==> src/rtl/sipo_mem_pkg.sv <==
// sipo_mem_pkg: shared definitions for the serial-in / parallel-out frame
// collector.
//   state_t      - frame FSM states (FILL, HOLD)
//   DEF_IWIDTH   - default serial word width
//   DEF_NINPUTS  - default number of words per frame
package sipo_mem_pkg;

  typedef enum logic {
    FILL = 1'b0,
    HOLD = 1'b1
  } state_t;

  localparam int DEF_IWIDTH  = 10;
  localparam int DEF_NINPUTS = 8;

endpackage

==> src/rtl/sipo_mem.sv <==
// sipo_mem: collects NINPUTS serial words into a registered parallel frame,
// then holds the frame until the consumer accepts it.
//
// state | meaning
// ------+-----------------------------------------------------------
// FILL  | collecting words; each en writes out[count], count++
// HOLD  | frame complete (out_valid=1), waiting for out_ready
//
// Ports:
//   clk        in   single clock, rising edge
//   rst        in   asynchronous active-high reset
//   en         in   in carries a valid word this cycle
//   in         in   serial word [IWIDTH-1:0]
//   clear      in   synchronous abort: empties frame, clears overrun
//   out_ready  in   consumer accepts the held frame
//   out        out  parallel frame, out[0] is the first word received
//   out_valid  out  complete frame present on out
//   count      out  words captured in the current frame (0..NINPUTS)
//   overrun    out  sticky: a word arrived while the frame was held
module sipo_mem
  import sipo_mem_pkg::*;
#(
  parameter int IWIDTH  = DEF_IWIDTH,
  parameter int NINPUTS = DEF_NINPUTS,
  localparam int CW     = $clog2(NINPUTS + 1)
) (
  input  logic              clk,
  input  logic              rst,
  input  logic              en,
  input  logic [IWIDTH-1:0] in,
  input  logic              clear,
  input  logic              out_ready,
  output logic [IWIDTH-1:0] out [NINPUTS-1:0],
  output logic              out_valid,
  output logic [CW-1:0]     count,
  output logic              overrun
);

  state_t        state, state_nxt;
  logic [CW-1:0] count_nxt;
  logic [CW-1:0] wr_idx;
  logic          wr;
  logic          ovr_set;

  always_ff @(posedge clk or posedge rst) begin
    if (rst) state <= FILL;
    else     state <= state_nxt;
  end

  always_comb begin
    state_nxt = state;
    count_nxt = count;
    wr        = 1'b0;
    wr_idx    = count;
    ovr_set   = 1'b0;
    if (clear) begin
      state_nxt = FILL;
      count_nxt = '0;
    end else begin
      case (state)
        FILL: begin
          if (en) begin
            wr        = 1'b1;
            count_nxt = count + CW'(1);
            if (count == CW'(NINPUTS - 1)) state_nxt = HOLD;
          end
        end
        HOLD: begin
          if (out_ready) begin
            state_nxt = FILL;
            // A word arriving on the handoff cycle starts the next frame.
            if (en) begin
              wr        = 1'b1;
              wr_idx    = '0;
              count_nxt = CW'(1);
            end else begin
              count_nxt = '0;
            end
          end else if (en) begin
            ovr_set = 1'b1;
          end
        end
        default: state_nxt = FILL;
      endcase
    end
  end

  always_ff @(posedge clk or posedge rst) begin
    if (rst) begin
      count   <= '0;
      overrun <= 1'b0;
    end else begin
      count   <= count_nxt;
      overrun <= clear ? 1'b0 : (overrun | ovr_set);
    end
  end

  // Writes are only ever issued from FILL (count < NINPUTS) or at handoff
  // (index 0), so no lane beyond NINPUTS-1 is ever addressed.
  always_ff @(posedge clk or posedge rst) begin
    if (rst) begin
      for (int i = 0; i < NINPUTS; i++) out[i] <= '0;
    end else begin
      for (int i = 0; i < NINPUTS; i++) begin
        if (clear)                           out[i] <= '0;
        else if (wr && (wr_idx == CW'(i)))   out[i] <= in;
      end
    end
  end

  assign out_valid = (state == HOLD);

endmodule

==> config.mk <==
export PLATFORM = sky130hd
export DESIGN_NAME = sipo_mem
export DESIGN_NICKNAME = d
export VERILOG_FILES = /design/src/rtl/sipo_mem_pkg.sv /design/src/rtl/sipo_mem.sv
export SDC_FILE = /design/constraint.sdc
export NUM_CORES = 1
export LEC_CHECK = 0
export CAP_MARGIN = 20
export CORE_MARGIN = 5
export CORE_UTILIZATION = 32
export CTS_CLUSTER_DIAMETER = 50
export DETAILED_ROUTE_END_ITERATION = 12
export DONT_BUFFER_PORTS = 1
export PLACE_DENSITY_LB_ADDON = 0.3
export SLEW_MARGIN = 10
export SYNTH_ARGS = -nofsm -noshare
export SYNTH_HDL_FRONTEND = slang
export SYNTH_SLANG_ARGS = --single-unit
==> constraint.sdc <==
create_clock -name clk -period 8.18 [get_ports clk]
set_input_delay 2.045 -clock clk [delete_from_list [all_inputs] [get_ports clk]]
set_output_delay 2.045 -clock clk [all_outputs]
set_load 0.01 [all_outputs]
# After elaboration in Yosys (flattened, before gate mapping)
# Cells that the tools add are included.
word_totals:
  ff_bits: 86
  input_bits: 15
  output_inout_bits: 86
  elab_cells: 80
classes:
  n_addsub: 1
  n_eq_ne: 10
  n_mux: 38
  n_bitwise: 2
  reduce_logical: 18
op_table:
  columns: ["cell", "n"]
  rows:
  - ["2-to-1 mux 10 bit", 16]
  - ["2-to-1 mux 4 bit", 7]
  - ["equality test 4 x 3 -> 1 bit (second input constant)", 5]
  - ["nonzero test 2 bit", 8]
  - ["2-to-1 mux 1 bit", 12]
  - ["equality test 4 x 2 -> 1 bit (second input constant)", 2]
  - ["logical AND 1 bit", 8]
  - ["one-hot mux 4 bit (2 select lines)", 1]
  - ["inequality test 3 bit (second input constant)", 2]
  - ["adder 4 x 1 -> 4 bit (second input constant)", 1]
  - ["equality test 4 x 1 -> 1 bit (second input constant)", 1]
  - ["zero test 4 bit", 1]
  - ["one-hot mux 1 bit (2 select lines)", 2]
  - ["AND reduction 2 bit", 1]
  - ["NOT 1 bit", 1]
  - ["bitwise OR 1 bit", 1]

# Logic depth before layout (Yosys ltp)
# Gate-level depths: netlist of run 1.
depth:
  ltp_word: 8
  mapped_depth: 6
  mapped_depth_nobuf: 4

# Worst setup path before layout of run 1
# OpenSTA, ideal clock, no wires.
synth_timing:
  path_type: "input to register"
  from: "input port en"
  to: "register out[40] (netlist name)"
  setup_time_ps: 79
  arrival_time_ps: 2937
  required_time_ps: 8101
  slack_ps: 5164
  cell_stages: 5
  n_path_buf: 2
  cell_sequence: "buf_2 > and4b_1 > o211ai_1 > buf_4 > mux2i_1"
synth_between:
  elab_chain_len: 7
  elab_cells_between_ends: 11
  cone_classes: "eq/ne: 1; mux: 8; reduce/logical: 2"
synth_lines:
  columns: ["item", "line", "source"]
  rows:
  - ["start: declaration", "sipo_mem.sv:29", "input logic en,"]
  - ["2-to-1 mux 4 bit", "sipo_mem.sv:72", "if (en) begin"]
  - ["2-to-1 mux 4 bit", "sipo_mem.sv:69", "if (out_ready) begin"]
  - ["2-to-1 mux 4 bit", "sipo_mem.sv:60", "case (state)"]
  - ["2-to-1 mux 4 bit", "sipo_mem.sv:56", "if (clear) begin"]
  - ["equality test 4 x 3 -> 1 bit", "sipo_mem.sv:106", "else if (wr && (wr_idx == CW'(i))) out[i] <= in;"]
  - ["logical AND 1 bit (*)", "sipo_mem.sv:106", null]
  - ["nonzero test 2 bit (no line) (*)", null, null]
  - ["end signal: indexed assignment", "sipo_mem.sv:106", null]
  - ["end: declaration", "sipo_mem.sv:33", "output logic [IWIDTH-1:0] out [NINPUTS-1:0],"]
# Every way passes the cells marked *; elsewhere a longest branch is shown, timed or not.
# A chain may end at the register's enable or synchronous reset.

# Final worst setup path of run 1
layout_timing:
  from: "input port clear"
  to: "register out[22] (netlist name)"
layout_between:
  elab_chain_len: 4
  elab_cells_between_ends: 6
  cone_classes: "eq/ne: 1; mux: 3; reduce/logical: 2"
layout_lines:
  columns: ["item", "line", "source"]
  rows:
  - ["start: declaration", "sipo_mem.sv:31", "input logic clear,"]
  - ["2-to-1 mux 4 bit", "sipo_mem.sv:56", null]
  - ["equality test 4 x 2 -> 1 bit", "sipo_mem.sv:106", null]
  - ["logical AND 1 bit", "sipo_mem.sv:106", null]
  - ["nonzero test 2 bit (no line)", null, null]
# Several ways; a longest one is shown, not always the timed one.

==> results.env, run 1 <==
SYNTHESIS.NETS=355
TOP_USAGE_LAYER_GRT='met2'
LEAKAGE_nW=1.85
YS.WARNINGS.COUNT=0
TIMING.FINAL.HOLD_VIOLATIONS=0
SYNTH-ASYNC-RESET-RATIO=1.00
TIMING.CRITICAL_PATH.REQUIRED_PS=8420
SYNTH.TOP_CELL.AREA_SHARE=0.573
FINALWEIGHTEDCONGESTION=0.759
CRIT_FAMILY='buffers and inverters'
ROUTED_WL_UM=12300
TRITONCTS_NUM_SINKS=86
CRIT_PATH_CELL_TRACE='inv_2 > buf_4 > nand2_1 > o21ai_0'
WHS_PATH_DEPTH=2
ROWS=39
NETLIST_TOP_CELLS_AREA='dfrtp_1 57%, o311ai_0 14%, o21ai_0 6.7%'
REG2REG_DEPTH=3
SETUP_VIOL=0
TOP_LEVEL_PORTS=101
AVG_INST_SIZE_SYNTH_UM2=11.1
POSTCTSHOLDBUFS=0
TIGHTEST_SLEW_PS=1090
FIN_CRIT_PS=3310
CHIPWIDTH_UM=118
POWER.IR.VDD_WORST_mV=0.112
START_UTIL=0.327
ANTENNA_LEFT=0
GLOBALROUTEMET3UTIL=0.0740
TNS_PS=0
WORST_SETUP_PATH_START_KIND='input port'
FIN_SKEW_PS=3.72
AREAGROWTHSYNTHTOFINISH_PCT=10.9
YOSYS.CELL_COUNT.TOP_TYPE='dfrtp_1'
MIN_PATH_TYPE='reg -> reg'
DRIVE_ABOVE_1_SHARE=0.0708
USE_MET1=0.228
FMAX_GHz=0.302
CRIT_FANOUT=60
TIMING_WORST_SETUP_PATH_TYPE='in -> reg'
CTS_TREE='done'
STATUS='finished clean'
ANTENNA_VIOLATIONS_BEFORE_REPAIR=0
MAPPEDNETLISTAREA_UM2=3750
GRT_SETUP_UNREPAIRED='false'
TIMING.CRITICAL_PATH.BUF_INV=2
POSTLAYOUTCELLAREA_UM2=4160
SEQUENTIAL_AREA_SHARE_AFTER_SYNTHESIS=0.573
CTS.CLK_SLEW.WORST_PATHS_PS=60
CTS-ROOT-TO-SINK-BUFFERS=2
CRITICAL_PATH.MAX_STAGE_DELAY_PS=540
SYNTH.DISTINCT_CELLS=30
DRT_ITER0_MARKERS=308
DPL.HPWL_UM=7870
SYNTH-SEQ-CELLS=86
MAXSLEWHEADROOM=0.271
AVGVIACOUNTPERCELL=6.16
NUMPORTBUFFERS=0
SHARE_OF_THE_CYCLE_NEEDED_BY_THE_CRITICAL_PATH_AFTER_ROUTING=0.405
DIE_H_UM=118
PLACEDCELLCOUNT=453
FINAL_MAX_SLEW_VIOL_COUNT=0
GROUTE.USAGE.OVERALL=0.174
POSTSYNTH.TOPFLOPCELL='dfrtp_1'
HTREEDEPTH=3
CTS_RESIZED=0
CLOCK_TREE.ROOT_CELL='clkbuf_16'
CTS_MADE_BUFFERS=9
NUM-NETS-FINAL=337
PLACEABLECOREAREA_UM2=11500
WORST-PATH-STAGES=4
POWER-PER-CELL-AREA_nW_PER_UM2=237
GLOBAL_ROUTE.OVERFLOW_TOTAL=0
CRITPATHSLOWESTCELL='buf_4'
SYNTH.CELLS.MOST_FREQUENT='86 x dfrtp_1, 60 x o311ai_0, 50 x o21ai_0'
SYNTH_TOP_CELL_BY_AREA='dfrtp_1'
GLOBAL_ROUTE.USAGE.MET2=0.267
PLACEDINSTANCEAREA_UM2=3810
ANTENNA-DIODE-COUNT=0
CRIT_ARRIVAL_PS=3550
GRT_PASS1_VIAS=2838
DR.PASS1.ITERS=5
GRT_START_MAX_NET_PINS=61
TOTAL_POWER_mW=0.985
POST-ROUTE-DRC-COUNT=0
CLOCK_LATENCY_ON_THE_WORST_SKEW_PAIR_PS=340
NETLIST_INSTANCES=339
END_KIND='flip-flop'
WIRE_LENGTH_OF_THE_FIRST_GLOBAL_ROUTING_PASS_UM=18800
SYNTH_EDF_COUNT=0
ROUTED-VIA-COUNT=2885
HOLD_SLACK_PS=570
ROUTED_WIRE_LENGTH_PER_INSTANCE_UM=26.2
DESIGN.DIE.AREA_UM2=14000
MAX_CAP_VIOL_COUNT=0
POST_CTS.REPAIR.SETUP_BUFFERS=0
FINAL_CELL_COUNT_NO_FILL=468
tightest hold or removal path, cell delays in order (launching register included):
cell     delay, ps
dfrtp_1        400
a21oi_1         50
nor2_1          70
power by group:
part / leakage (nW) / switching (mW) / internal, mW
Sequential: 1.19 / 0.0113 / 0.432
Clock: 0.170 / 0.163 / 0.328
Combinational: 0.490 / 0.0409 / 0.00889
through the flow:
| step | worst slack [ps] | util |
|---|---|---|
| CTS | 4900 | 0.363 |
| finish | 4870 | 0.363 |
| global placement | 4580 | 0.332 |
| global route | 4710 | 0.363 |
| floorplan | 3910 | - |
| detailed placement | 4550 | 0.332 |
kinds of logic after synthesis:
group | after synthesis | synth area share
compound gates | 133 | 0.245
flops | 86 | 0.573
simple gates | 58 | 0.0760
buf+inv | 41 | 0.0497
mux | 20 | 0.0533
fa+ha+maj | 1 | 0.00333
flip-flops by register name, summed over array words and instances, names as in the netlist:
name / flops
overrun: 1
out_valid: 1
out: 80
count: 4
routing by layer:
| layer | vias to the layer above | routed length (um) |
|---|---|---|
| li1 | 1262 | - |
| met1 | 1483 | 5090 |
| met2 | 124 | 5820 |
| met3 | 16 | 1190 |
| met4 | 0 | 176 |
| met5 | - | 0 |
placed cells by master, fill, tap and decap left out, drive strengths merged:
cell	instances
o21ai	58
and3b	1
and4b	1
nor2	6
mux2i	20
nand3	6
a41oi	1
clkbuf	11
a21oi	6
dfrtp	86
o221a	1
a2111oi	1
clkinv	1
a31oi	1
nor2b	5
nor3b	1
and2	1
o211ai	1
inv	7
o311ai	60
ha	1
bufinv	4
or2	1
o31ai	4
nand2	30
nand2b	5
or4	1
buf	4
cell type report:
cell class / instances / area, um^2
sequential: 86 / 2150
clock inverter: 4 / 120
multi-input combinational: 212 / 1420
tap: 143 / 179
fill: 1089 / 7300
clock buffer: 11 / 233
inverter: 8 / 31.3
timing repair buffer: 4 / 30.0
worst paths after layout:
check | start | to | slack, ps
worst min register to register | overrun | overrun | 570
worst max register to register | out_valid | out[31] | 5950
worst max-delay path | clear | out[22] | 4870
max in group asynchronous | rst | out[41] | 5430
min in group asynchronous | rst | out[16] | 1610
worst min-delay path | overrun | overrun | 570
No activity file was read; power rests on OpenSTA's default activity.
==> inputs of run 2 (changes only) <==
clock period = 2.88 ns   (was 8.18 ns; I/O delays follow)
==> results.env, run 2 (synthesis results as in run 1) <==
STATUS='finished clean'
MAXSLEWHEADROOM=0.296
POWER.IR.VDD_WORST_mV=0.279
TIGHTEST_SLEW_PS=1060
LAYOUT.CELLS.MOST_COMMON='dfrtp_1'
CTS_RESIZED=0
TIMING.CRITICAL_PATH.REQUIRED_PS=3080
GRT_START_MAX_NET_PINS=87
TOP_REGISTER='out'
FMAX_GHz=0.497
DRT_ITER0_MARKERS=187
POST-ROUTE-DRC-COUNT=0
FIN_SKEW_PS=6.70
FINAL_MAX_SLEW_VIOL_COUNT=0
GROUTE.USAGE.OVERALL=0.165
END_KIND='flip-flop'
DR.PASS1.ITERS=4
CRITICAL_PATH.MAX_STAGE_DELAY_PS=620
WORST-PATH-STAGES=3
ROUTED_WIRE_LENGTH_PER_INSTANCE_UM=24.4
AVGVIACOUNTPERCELL=5.94
CRIT_PATH_CELL_TRACE='nand2b_1 > o311ai_0 > o31ai_1'
TOP_LEVEL_PORTS=101
MAX_CAP_VIOL_COUNT=0
HTREEDEPTH=3
LEAKAGE_nW=1.85
REG2REG_DEPTH=3
WORST_SETUP_PATH_START_KIND='flip-flop'
AREAGROWTHSYNTHTOFINISH_PCT=10.7
NUMPORTBUFFERS=0
LARGEST_REGISTER_FFS=80
CLOCK_TREE.ROOT_CELL='clkbuf_16'
ROUTED-VIA-COUNT=2799
POWER-PER-CELL-AREA_nW_PER_UM2=636
CRIT_FANOUT=30
CTS_MADE_BUFFERS=9
NUM-NETS-FINAL=339
FINAL_CELL_COUNT_NO_FILL=471
POST_CTS.REPAIR.SETUP_BUFFERS=0
FILL_CELLS=1103
MIN_PATH_TYPE='in -> async'
CRIT_ARRIVAL_PS=2220
DPL.HPWL_UM=7360
WIRE_LENGTH_OF_THE_FIRST_GLOBAL_ROUTING_PASS_UM=17900
CTS-ROOT-TO-SINK-BUFFERS=2
CTS_TREE='done'
TIMING.FINAL.HOLD_VIOLATIONS=0
TIMING_WORST_SETUP_PATH_TYPE='reg -> reg'
DRIVE_ABOVE_1_SHARE=0.0762
CHIPWIDTH_UM=118
DIE_H_UM=118
TNS_PS=0
FINALWEIGHTEDCONGESTION=0.770
DESIGN.DIE.AREA_UM2=14000
PLACEDCELLCOUNT=455
BIGGESTREGSBYFLOPS='out x80, count x4'
PLACEABLECOREAREA_UM2=11500
GRT_PASS1_VIAS=2779
ROUTED_WL_UM=11500
FINAL_CELL_MIX='86 x dfrtp_1, 60 x o311ai_0, 50 x o21ai_0, 30 x nand2_1, 20 x mux2i_1'
CLOCK_LATENCY_ON_THE_WORST_SKEW_PAIR_PS=340
ANTENNA_VIOLATIONS_BEFORE_REPAIR=0
TIMING.CRITICAL_PATH.BUF_INV=0
ROWS=39
SETUP_VIOL=0
SHARE_OF_THE_CYCLE_NEEDED_BY_THE_CRITICAL_PATH_AFTER_ROUTING=0.699
FIN_CRIT_PS=2010
POSTCTSHOLDBUFS=0
GRT_SETUP_UNREPAIRED='false'
TRITONCTS_NUM_SINKS=86
ANTENNA_LEFT=0
GLOBAL_ROUTE.OVERFLOW_TOTAL=0
START_UTIL=0.327
CRIT_FAMILY='compound AO/OA/AOI/OAI gates'
CTS.CLK_SLEW.WORST_PATHS_PS=60
CRITPATHSLOWESTCELL='nand2b_1'
ANTENNA-DIODE-COUNT=0
## run 2: layout make-up
type / instances / area, um^2 / area share
Multi-Input combinational cell: 212 / 1420 / 0.341
Inverter: 8 / 33.8 / 0.00813
Tap cell: 143 / 179 / 0.0431
Sequential cell: 86 / 2150 / 0.518
Clock inverter: 4 / 70.1 / 0.0169
Clock buffer: 12 / 246 / 0.0593
Timing Repair Buffer: 6 / 57.6 / 0.0139
## run 2: path summary, 6_finish.rpt
check	slack, ps	end	from
max reg2reg	870	out[64]	count[2]
max in group asynchronous	2120	out[55]	rst
min	380	out[71]	rst
max	870	out[64]	count[2]
min in group clk	440	overrun	clear
min reg2reg	570	overrun	overrun
## run 2: through the flow
step	total power [mW]	util	area [um^2]	setup WS [ps]	hold WS, ps
floorplan	1.38	-	3760	1170	529
global placement	1.43	0.335	3840	963	559
detailed placement	1.43	0.335	3840	926	571
CTS	2.67	0.362	4160	906	409
global route	2.74	0.362	4160	667	427
finish	2.64	0.362	4160	866	376
## run 2: routing by layer
layer / wire length [um] / up-vias / GRT usage / part of all wire
met3: 1200 / 16 / 0.0802 / 0.10
met1: 4940 / 1411 / 0.221 / 0.43
met4: 153 / 0 / 0.0444 / 0.013
met5: 0 / - / 0 / 0
met2: 5190 / 106 / 0.239 / 0.45
li1: - / 1266 / - / -
## run 2: power breakdown
part / leakage [nW] / internal, mW / switching, mW / total [mW]
registers: 1.19 / 1.23 / 0.0309 / 1.26
clock network: 0.157 / 0.781 / 0.455 / 1.24
logic: 0.500 / 0.0292 / 0.117 / 0.146
